**config.mk**
```make
export PLATFORM = sky130hd
export DESIGN_NAME = pending_index_encoder
export DESIGN_NICKNAME = d
export VERILOG_FILES = /design/src/rtl/pending_index_encoder_pkg.sv /design/src/rtl/five_bit_decoder.sv /design/src/rtl/pending_index_encoder_search.sv /design/src/rtl/pending_index_encoder.sv
export SDC_FILE = /design/constraint.sdc
export NUM_CORES = 1
export LEC_CHECK = 0
export CAP_MARGIN = 20
export CORE_MARGIN = 2
export CORE_UTILIZATION = 50
export DETAILED_ROUTE_END_ITERATION = 16
export GPL_ROUTABILITY_DRIVEN = 0
export PLACE_DENSITY = 0.74
export SLEW_MARGIN = 0
export SYNTH_ARGS = -nofsm -noshare
export SYNTH_HDL_FRONTEND = slang
export SYNTH_SLANG_ARGS = --single-unit
```
**constraint.sdc**
```tcl
create_clock -name clock -period 8.5 [get_ports clock]
set_clock_uncertainty 0.1 [all_clocks]
set_input_delay 1.275 -clock clock [delete_from_list [all_inputs] [get_ports clock]]
set_output_delay 1.275 -clock clock [all_outputs]
set_load 0.01 [all_outputs]
```
**src/rtl/pending_index_encoder_pkg.sv**
```systemverilog
// Shared constants, FSM state type and a popcount helper for the
// pending-index encoder.
package pending_index_encoder_pkg;

  localparam int WIDTH = 32;
  localparam int IDX_W = 5;
  localparam int CNT_W = IDX_W + 1;

  // ST_IDLE: nothing offered. ST_OFFER: out_index is a valid offer.
  typedef enum logic {
    ST_IDLE  = 1'b0,
    ST_OFFER = 1'b1
  } state_e;

  // Number of set bits in a request vector (0..WIDTH).
  function automatic logic [CNT_W-1:0] popcount(input logic [WIDTH-1:0] v);
    logic [CNT_W-1:0] n;
    n = '0;
    for (int i = 0; i < WIDTH; i++) begin
      n = n + CNT_W'(v[i]);
    end
    return n;
  endfunction

endpackage

```
**src/rtl/five_bit_decoder.sv**
```systemverilog
// 5-to-32 one-hot decoder.
module five_bit_decoder (
  input  logic [4:0]  in_code,
  output logic [31:0] out_onehot
);

  // Drive exactly one output line, selected by in_code.
  always_comb begin
    out_onehot = '0;
    out_onehot[in_code] = 1'b1;
  end

endmodule

```
**src/rtl/pending_index_encoder_search.sv**
```systemverilog
// Round-robin find-first-set: returns the first set bit of vec at or
// after position base, wrapping from WIDTH-1 back to 0.
module rr_priority_search
  import pending_index_encoder_pkg::*;
(
  input  logic [WIDTH-1:0] vec,
  input  logic [IDX_W-1:0] base,
  output logic             found,
  output logic [IDX_W-1:0] index
);

  logic [2*WIDTH-1:0] dbl;
  logic [WIDTH-1:0]   rot;
  logic [IDX_W-1:0]   offs;

  // Rotate right by base so base lands at bit 0, find the lowest set bit,
  // then add base back (modulo WIDTH through the natural IDX_W wrap).
  always_comb begin
    dbl   = {vec, vec};
    rot   = dbl[base +: WIDTH];
    found = 1'b0;
    offs  = '0;
    for (int i = WIDTH - 1; i >= 0; i--) begin
      if (rot[i]) begin
        found = 1'b1;
        offs  = IDX_W'(i);
      end
    end
    index = offs + base;
  end

endmodule

```
**src/rtl/pending_index_encoder.sv**
```systemverilog
// Round-robin pending-request encoder. Set pulses accumulate into a
// pending bitmap; one pending bit at a time is offered as an index over
// a valid/ready handshake and cleared when accepted.
//
// Handshake: out_valid/out_index are registered. Once out_valid is high,
// out_index holds until the cycle in which out_ready is also high (an
// accept) or clear_all/reset drops the offer. An accept with bits still
// pending loads the next offer in the same edge, so there is no bubble.
module pending_index_encoder
  import pending_index_encoder_pkg::*;
(
  input  logic             clock,
  input  logic             reset,
  input  logic [WIDTH-1:0] set,
  input  logic             clear_all,
  input  logic             out_ready,
  output logic             out_valid,
  output logic [IDX_W-1:0] out_index,
  output logic [WIDTH-1:0] out_onehot,
  output logic [WIDTH-1:0] pending,
  output logic [CNT_W-1:0] count
);

  state_e           state_q, state_d;
  logic [WIDTH-1:0] p_q, p_d;
  logic [IDX_W-1:0] ptr_q, ptr_d;
  logic [IDX_W-1:0] idx_q, idx_d;
  logic [CNT_W-1:0] count_q, count_d;

  logic             accept;
  logic [WIDTH-1:0] idx_onehot;
  logic [WIDTH-1:0] clr_mask;
  logic [WIDTH-1:0] p_next;
  logic [IDX_W-1:0] idx_inc;
  logic [IDX_W-1:0] base;
  logic             sel_found;
  logic [IDX_W-1:0] sel_index;

  // Decode of the current offer; used both for clearing and for out_onehot.
  five_bit_decoder u_dec (
    .in_code    (idx_q),
    .out_onehot (idx_onehot)
  );

  rr_priority_search u_search (
    .vec   (p_next),
    .base  (base),
    .found (sel_found),
    .index (sel_index)
  );

  // Bitmap update and search base. A set on the bit being accepted wins.
  always_comb begin
    accept   = (state_q == ST_OFFER) && out_ready;
    clr_mask = accept ? idx_onehot : '0;
    p_next   = (p_q & ~clr_mask) | set;
    idx_inc  = idx_q + IDX_W'(1);
    base     = accept ? idx_inc : ptr_q;
  end

  // Next-state logic: clear_all overrides everything except ptr.
  always_comb begin
    state_d = state_q;
    p_d     = p_next;
    ptr_d   = ptr_q;
    idx_d   = idx_q;
    count_d = popcount(p_next);
    if (clear_all) begin
      state_d = ST_IDLE;
      p_d     = '0;
      count_d = '0;
    end else begin
      unique case (state_q)
        ST_IDLE: begin
          if (sel_found) begin
            idx_d   = sel_index;
            state_d = ST_OFFER;
          end
        end
        ST_OFFER: begin
          // Without ready the offer is frozen; new sets only touch P.
          if (out_ready) begin
            ptr_d = idx_inc;
            if (sel_found) begin
              idx_d = sel_index;
            end else begin
              state_d = ST_IDLE;
            end
          end
        end
        default: state_d = ST_IDLE;
      endcase
    end
  end

  // State registers with synchronous reset.
  always_ff @(posedge clock) begin
    if (reset) begin
      state_q <= ST_IDLE;
      p_q     <= '0;
      ptr_q   <= '0;
      idx_q   <= '0;
      count_q <= '0;
    end else begin
      state_q <= state_d;
      p_q     <= p_d;
      ptr_q   <= ptr_d;
      idx_q   <= idx_d;
      count_q <= count_d;
    end
  end

  // Outputs are straight from flops; onehot is gated so it is zero when idle.
  always_comb begin
    out_valid  = (state_q == ST_OFFER);
    out_index  = idx_q;
    out_onehot = out_valid ? idx_onehot : '0;
    pending    = p_q;
    count      = count_q;
  end

endmodule

```
# == After elaboration in Yosys (flattened, before gate mapping) ==
# Cells that the tools add are included.
# W data, S select, Z words.
# totals
reg_bits,49
inputBits,36
output_inout_bits,76
word_cells,127
# op_classes
n_addsub,33
order_cmp,2
eq_ne,1
n_shift,1
n_mux,75
bitwise,5
n_reduce_logical,5
# ops
cell,count
$mux W5,35
$add A6 B1 Y6,26
$mux W32,2
$shiftx A64 B6 Y32,1
$mux W1,35
$and A32 B32 Y32,1
$not A32 Y32,1
$or A32 B32 Y32,1
$pmux W5 S2,1
$add A5 B1 Y6,1
$lt A5 B6 Y1 const B,1
$add A4 B1 Y5,1
$add A5 B1 Y5 const B,1
$add A5 B5 Y5,1
$demux W1 S5,1
$ge A5 B1 Y1 const B,1
$add A3 B1 Y4,1
$add A2 B1 Y3,1
$reduce_and A3 Y1,1
$add A1 B1 Y2,1
$logic_and A1 B1 Y1,2
$ne A2 B2 Y1 const B,1
$not A1 Y1,2
$pmux W1 S2,1
other kinds (2),2

# == Depth between registers and ports, before layout ==
# depth
depth_word,45
mapped_depth,25
mapped_depth_nobuf,24

# == Modules after synthesis ==
# A second synthesis with hierarchy kept.
# unflattened
cells_unflattened,743
area_unflattened_um2,7228.2
# modules_own_cells
mod,n_inst,cells_each,area_per_inst_um2,seq_area_each_um2
rr_priority_search,1,360,4015.1,0.0
pending_index_encoder,1,336,2999.1,980.9
five_bit_decoder,1,47,214.0,0.0

# == Least setup slack after synthesis ==
# OpenSTA, ideal clock, no wires.
# synth_timing
path_type,input port to flip-flop
start,in out_ready
end,"reg count_q[4], in the netlist count[4]"
t_arrival_ns,6.087
slack_ns,2.185
stages,20
cell_sequence,buf_6 nand2_1 buf_2 o41ai_1 fa_1 xor2_1 ha_1 nor2_1 fa_1 inv_1 fa_1 fa_1 fa_1 inv_1 fa_1 inv_1 a21o_1 a21oi_1 xor2_1 nor2_1
# synth_between
elab_chain_cells,36
# synth_rtl
item,line_no,source
"start, declared",pending_index_encoder.sv:16,"input logic out_ready,"
$logic_and A1 B1 Y1 *,pending_index_encoder.sv:54,accept = (state_q == ST_OFFER) && out_ready;
$mux W32 *,pending_index_encoder.sv:55,clr_mask = accept ? idx_onehot : '0;
$not A32 Y32 *,pending_index_encoder.sv:56,p_next = (p_q & ~clr_mask) | set;
$and A32 B32 Y32 *,pending_index_encoder.sv:56,
$or A32 B32 Y32 *,pending_index_encoder.sv:56,
$add A1 B1 Y2,pending_index_encoder_pkg.sv:20,n = n + CNT_W'(v[i]);
$add A2 B1 Y3,pending_index_encoder_pkg.sv:20,
$add A3 B1 Y4,pending_index_encoder_pkg.sv:20,
$add A4 B1 Y5,pending_index_encoder_pkg.sv:20,
$add A5 B1 Y6,pending_index_encoder_pkg.sv:20,
$add A6 B1 Y6 (25 in a row),pending_index_encoder_pkg.sv:20,
$add A6 B1 Y6 *,pending_index_encoder_pkg.sv:20,
"end signal, assigned",pending_index_encoder.sv:109,count_q <= count_d;
"end, declared",pending_index_encoder.sv:28,"logic [CNT_W-1:0] count_q, count_d;"
# Every way passes the cells marked *; elsewhere a longest branch is shown, timed or not.
# A chain may end at the register's enable or synchronous reset.

# == Worst setup path after layout ==
# layout_timing
start,in out_ready
end,"reg idx_q[4], in the netlist out_index[4]"
# layout_between
elab_chain_cells,42
# layout_rtl
item,line_no,source
$logic_and A1 B1 Y1,pending_index_encoder.sv:54,
$mux W32,pending_index_encoder.sv:55,
$not A32 Y32,pending_index_encoder.sv:56,
$and A32 B32 Y32,pending_index_encoder.sv:56,
$or A32 B32 Y32,pending_index_encoder.sv:56,
$shiftx A64 B6 Y32,pending_index_encoder_search.sv:20,rot = dbl[base +: WIDTH];
$mux W5 (32 in a row),pending_index_encoder_search.sv:24,if (rot[i]) begin
$add A5 B5 Y5,pending_index_encoder_search.sv:29,index = offs + base;
$mux W5,"pending_index_encoder.sv:75, pending_index_encoder.sv:84",
$mux W5,pending_index_encoder.sv:82,if (out_ready) begin
$pmux W5 S2,pending_index_encoder.sv:73,unique case (state_q)
"end signal, assigned",pending_index_encoder.sv:108,idx_q <= idx_d;
"end, declared",pending_index_encoder.sv:27,"logic [IDX_W-1:0] idx_q, idx_d;"
# Several ways; a longest one is shown, not always the timed one. The select of a mux whose other input is x is not followed.

==> impl_metrics.sql <==
INSERT INTO impl_metrics (metric_group, metric, value, unit) VALUES
('worst_setup_path', 'maximum_net_fanout_on_the_critical_path', '31', ''),
('cts', 'cts_hold_buf', '0', ''),
('timing', 'highest_attainable_clock_frequency', '136', 'MHz'),
('floorplanning', 'top_level_ports', '112', ''),
('power', 'power.combinational.fraction', '0.703', ''),
('worst_setup_path', 'reg2reg_depth', '23', ''),
('logic_synthesis', 'yosysSeqAreaShare', '0.126', ''),
('global_route', 'grt_start_max_net_pins', '44', ''),
('placement', 'hpwl', '23.3', 'mm'),
('logic_synthesis', 'avgSynthCellArea', '7.63', 'um^2'),
('detailed_routing', 'routed_wirelength', '30.8', 'mm'),
('worst_setup_path', 'critPathRequiredTime', '8.63', 'ns'),
('worst_setup_path', 'critical_path.reg2reg.startpoint', 'out_index[0]', ''),
('timing', 'final.setup.tns', '0', 'ns'),
('placement', 'port-buffer-count', '111', ''),
('final_layout', 'flow.area_growth_from_synthesis', '16.8', '%'),
('logic_synthesis', 'ys_seq_elements', '49', ''),
('floorplanning', 'die_area', '16600', 'um^2'),
('power', 'power_switching_share', '0.470', ''),
('global_route', 'gr-usage-all-layers', '0.361', ''),
('min_path', 'min_delay_path_depth', '2', ''),
('cts', 'cts_resized', '0', ''),
('cts', 'cts_htree_levels', '2', ''),
('power', 'vdd_drop_max', '0.525', 'mV'),
('floorplanning', 'placement_rows', '45', ''),
('logic_synthesis', 'cell_area_after_synthesis', '7780', 'um^2'),
('detailed_routing', 'via_count', '9292', ''),
('floorplanning', 'dieWidth', '129', 'um'),
('global_route', 'gr_ovfl_total', '0', ''),
('cts', 'cts.root.buffer_cell', 'sky130_fd_sc_hd__clkbuf_16', ''),
('floorplanning', 'fp.dieH', '129', 'um'),
('final_layout', 'finalNonFillerCells', '1278', ''),
('detailed_routing', 'drt-pass1-iter-count', '9', ''),
('final_layout', 'post_route_cells_drive_above_1_share', '0.102', ''),
('final_layout', 'nNetsFinal', '1163', ''),
('detailed_routing', 'post_drt_wl_per_cell', '24.1', 'um'),
('logic_synthesis', 'syn-instance-count', '1020', ''),
('timing', 'worst_slew_pin_slew', '1.12', 'ns'),
('cts', 'cts.path.max_buffers', '2', ''),
('timing', 'min_period', '7.36', 'ns'),
('final_layout', 'num_antenna_cells', '0', ''),
('cts', 'clock-sinks', '49', ''),
('cts', 'cts_buffers', '5', ''),
('placement', 'place.detailed.instances', '1270', ''),
('detailed_routing', 'antenna_violating_nets_post_route', '0', ''),
('power', 'share_seq_of_total_power', '0.149', ''),
('power', 'cellInternalPower', '0.951', 'mW'),
('job', 'max-cap-violations', '0', ''),
('detailed_routing', 'number_of_drc_markers_in_iteration_0', '1740', ''),
('power', 'cellPowerDensity', '197', 'nW/um^2'),
('timing', 'rsz0062_at_grt', 'false', ''),
('min_path', 'hold_class', 'flip-flop to flip-flop', ''),
('min_path', 'hold-path-endpoint', 'ptr_q[4]', ''),
('power', 'clkPwrFrac', '0.148', ''),
('logic_synthesis', 'synth-edff-count', '0', ''),
('power', 'cellLeakagePower', '3.49', 'nW'),
('logic_synthesis', 'netlist.area_leader.share', '0.126', ''),
('power', 'p_switching', '0.843', 'mW'),
('logic_synthesis', 'synth_ff_type', 'sky130_fd_sc_hd__dfxtp_1', ''),
('min_path', 'hold_path.startpoint', 'ptr_q[4]', ''),
('floorplanning', 'core-area', '15200', 'um^2'),
('cts', 'cts.reportedPaths.clkPinSlew', '0.07', 'ns'),
('cts', 'tritoncts_clock_tree', 'yes', ''),
('timing', 'timing.final.crit_share', '0.866', ''),
('cts', 'postCtsSetupRepairBufs', '0', ''),
('timing', 'timing.final.hold_violations', '0', ''),
('floorplanning', 'initial_utilization', '0.512', ''),
('run_status', 'outcome', 'completed', ''),
('detailed_routing', 'post_drt_via_cell_ratio', '7.27', ''),
('logic_synthesis', 'async_reset_ff_frac', '0', ''),
('cts', 'worst_skew_pair.late_latency', '0.31', 'ns');
[placed cells by master (no fill, tap or decap), types with 9 or more instances in the layout]
cell	Yosys	routed
sky130_fd_sc_hd__a211oi_1	23	23
sky130_fd_sc_hd__a21o_1	15	15
sky130_fd_sc_hd__a21oi_1	51	51
sky130_fd_sc_hd__a221oi_1	12	12
sky130_fd_sc_hd__a22oi_1	10	10
sky130_fd_sc_hd__a31oi_1	12	12
sky130_fd_sc_hd__and2_1	18	18
sky130_fd_sc_hd__and3_1	12	12
sky130_fd_sc_hd__and3b_1	10	10
sky130_fd_sc_hd__buf_4	5	27
sky130_fd_sc_hd__clkdlybuf4s50_1	0	111
sky130_fd_sc_hd__dfxtp_1	49	49
sky130_fd_sc_hd__fa_1	18	18
sky130_fd_sc_hd__ha_1	20	20
sky130_fd_sc_hd__inv_1	38	38
sky130_fd_sc_hd__mux2_2	15	15
sky130_fd_sc_hd__mux2i_1	30	30
sky130_fd_sc_hd__nand2_1	53	53
sky130_fd_sc_hd__nand2b_1	16	16
sky130_fd_sc_hd__nand3_1	27	27
sky130_fd_sc_hd__nand4b_1	15	15
sky130_fd_sc_hd__nor2_1	132	132
sky130_fd_sc_hd__nor3_1	39	39
sky130_fd_sc_hd__o211ai_1	21	21
sky130_fd_sc_hd__o21a_1	10	10
sky130_fd_sc_hd__o21ai_0	32	32
sky130_fd_sc_hd__o22ai_1	23	23
sky130_fd_sc_hd__o31ai_1	10	10
sky130_fd_sc_hd__o32ai_1	9	9
sky130_fd_sc_hd__xor2_1	10	10
[state kept, by name (all words and copies together), names as in the netlist]
register,cells
ptr_q,5
out_index,5
pending,32
count,6
out_valid,1
[per-stage QoR]
stage	cell area, um^2	total power [mW]	util	worst slack [ns]	hold slack, ns
5_1_grt	9090	1.93	0.598	0.946	0.429
3_5_place_dp	8900	1.49	0.585	1.03	0.396
3_3_place_gp	8900	1.48	0.585	1.08	0.388
2_1_floorplan	7780	1.18	-	2.18	0.370
6_report	9090	1.79	0.598	1.14	0.415
4_1_cts	9090	1.77	0.598	1.30	0.412
[routing by layer]
| metal | share of wire | GRT usage | up-vias |
|---|---|---|---|
| met5 | 0 | 0 | - |
| li1 | - | - | 4042 |
| met1 | 0.38 | 0.463 | 4294 |
| met2 | 0.42 | 0.557 | 768 |
| met4 | 0.057 | 0.158 | 0 |
| met3 | 0.14 | 0.116 | 188 |
[critical path, cell delays in order]
cell and delay (ns):
sky130_fd_sc_hd__clkdlybuf4s50_1 0.64, sky130_fd_sc_hd__buf_4 0.40, sky130_fd_sc_hd__and2_1 0.53, sky130_fd_sc_hd__a41oi_1 0.48, sky130_fd_sc_hd__mux2_2 0.43, sky130_fd_sc_hd__a222oi_1 0.44
sky130_fd_sc_hd__and2_1 0.35, sky130_fd_sc_hd__a221oi_1 0.13, sky130_fd_sc_hd__o211ai_1 0.19, sky130_fd_sc_hd__a31oi_1 0.14, sky130_fd_sc_hd__o221a_2 0.28, sky130_fd_sc_hd__o41a_1 0.44
sky130_fd_sc_hd__o21a_1 0.19, sky130_fd_sc_hd__ha_1 0.20, sky130_fd_sc_hd__fa_1 0.41, sky130_fd_sc_hd__a21o_1 0.20, sky130_fd_sc_hd__a21oi_1 0.17, sky130_fd_sc_hd__xnor2_1 0.16
sky130_fd_sc_hd__nand2b_1 0.08, sky130_fd_sc_hd__a31oi_1 0.14, sky130_fd_sc_hd__a21oi_1 0.05, sky130_fd_sc_hd__a31oi_1 0.13
[Yosys cell counts, types with 20 or more instances]
cell	n
sky130_fd_sc_hd__a211oi_1	23
sky130_fd_sc_hd__a21oi_1	51
sky130_fd_sc_hd__buf_2	39
sky130_fd_sc_hd__dfxtp_1	49
sky130_fd_sc_hd__ha_1	20
sky130_fd_sc_hd__inv_1	38
sky130_fd_sc_hd__mux2i_1	30
sky130_fd_sc_hd__nand2_1	53
sky130_fd_sc_hd__nand3_1	27
sky130_fd_sc_hd__nor2_1	132
sky130_fd_sc_hd__nor3_1	39
sky130_fd_sc_hd__o211ai_1	21
sky130_fd_sc_hd__o21ai_0	32
sky130_fd_sc_hd__o22ai_1	23
[final cells by class]
class,count,area (um^2)
fillers,1375,6120
multi-input cells,852,6200
inverters,43,164
clock buffers,5,125
clock inverters,3,65.1
repair buffers,138,1310
well taps,188,235
flip-flops and latches,49,981
[how the worst max path moves through the flow]
stage	start	to
2_1_floorplan	out_ready	count[4]
3_3_place_gp	out_ready	count[4]
3_5_place_dp	out_ready	count[4]
4_1_cts	out_ready	count[4]
5_1_grt	out_ready	out_index[3]
6_report	out_ready	out_index[4]
[power by group through the flow]
stage / Combinational [mW] / Sequential (mW) / Clock, mW
6_report: 1.26 / 0.267 / 0.265
5_1_grt: 1.38 / 0.269 / 0.277
4_1_cts: 1.24 / 0.267 / 0.267
3_5_place_dp: 1.22 / 0.271 / 0
3_3_place_gp: 1.21 / 0.271 / 0
2_1_floorplan: 0.913 / 0.272 / 0
[cells by family after synthesis]
logic type / Yosys count / synth area share
multiplexers: 54 / 0.0835
adder cells (fa/ha/maj): 39 / 0.0798
AND/OR/NAND/NOR: 405 / 0.284
buffers and inverters: 119 / 0.0780
XOR/XNOR: 18 / 0.0203
AO/OA/AOI/OAI: 336 / 0.328
flip-flops: 49 / 0.126
No activity file was read; power rests on OpenSTA's default activity.
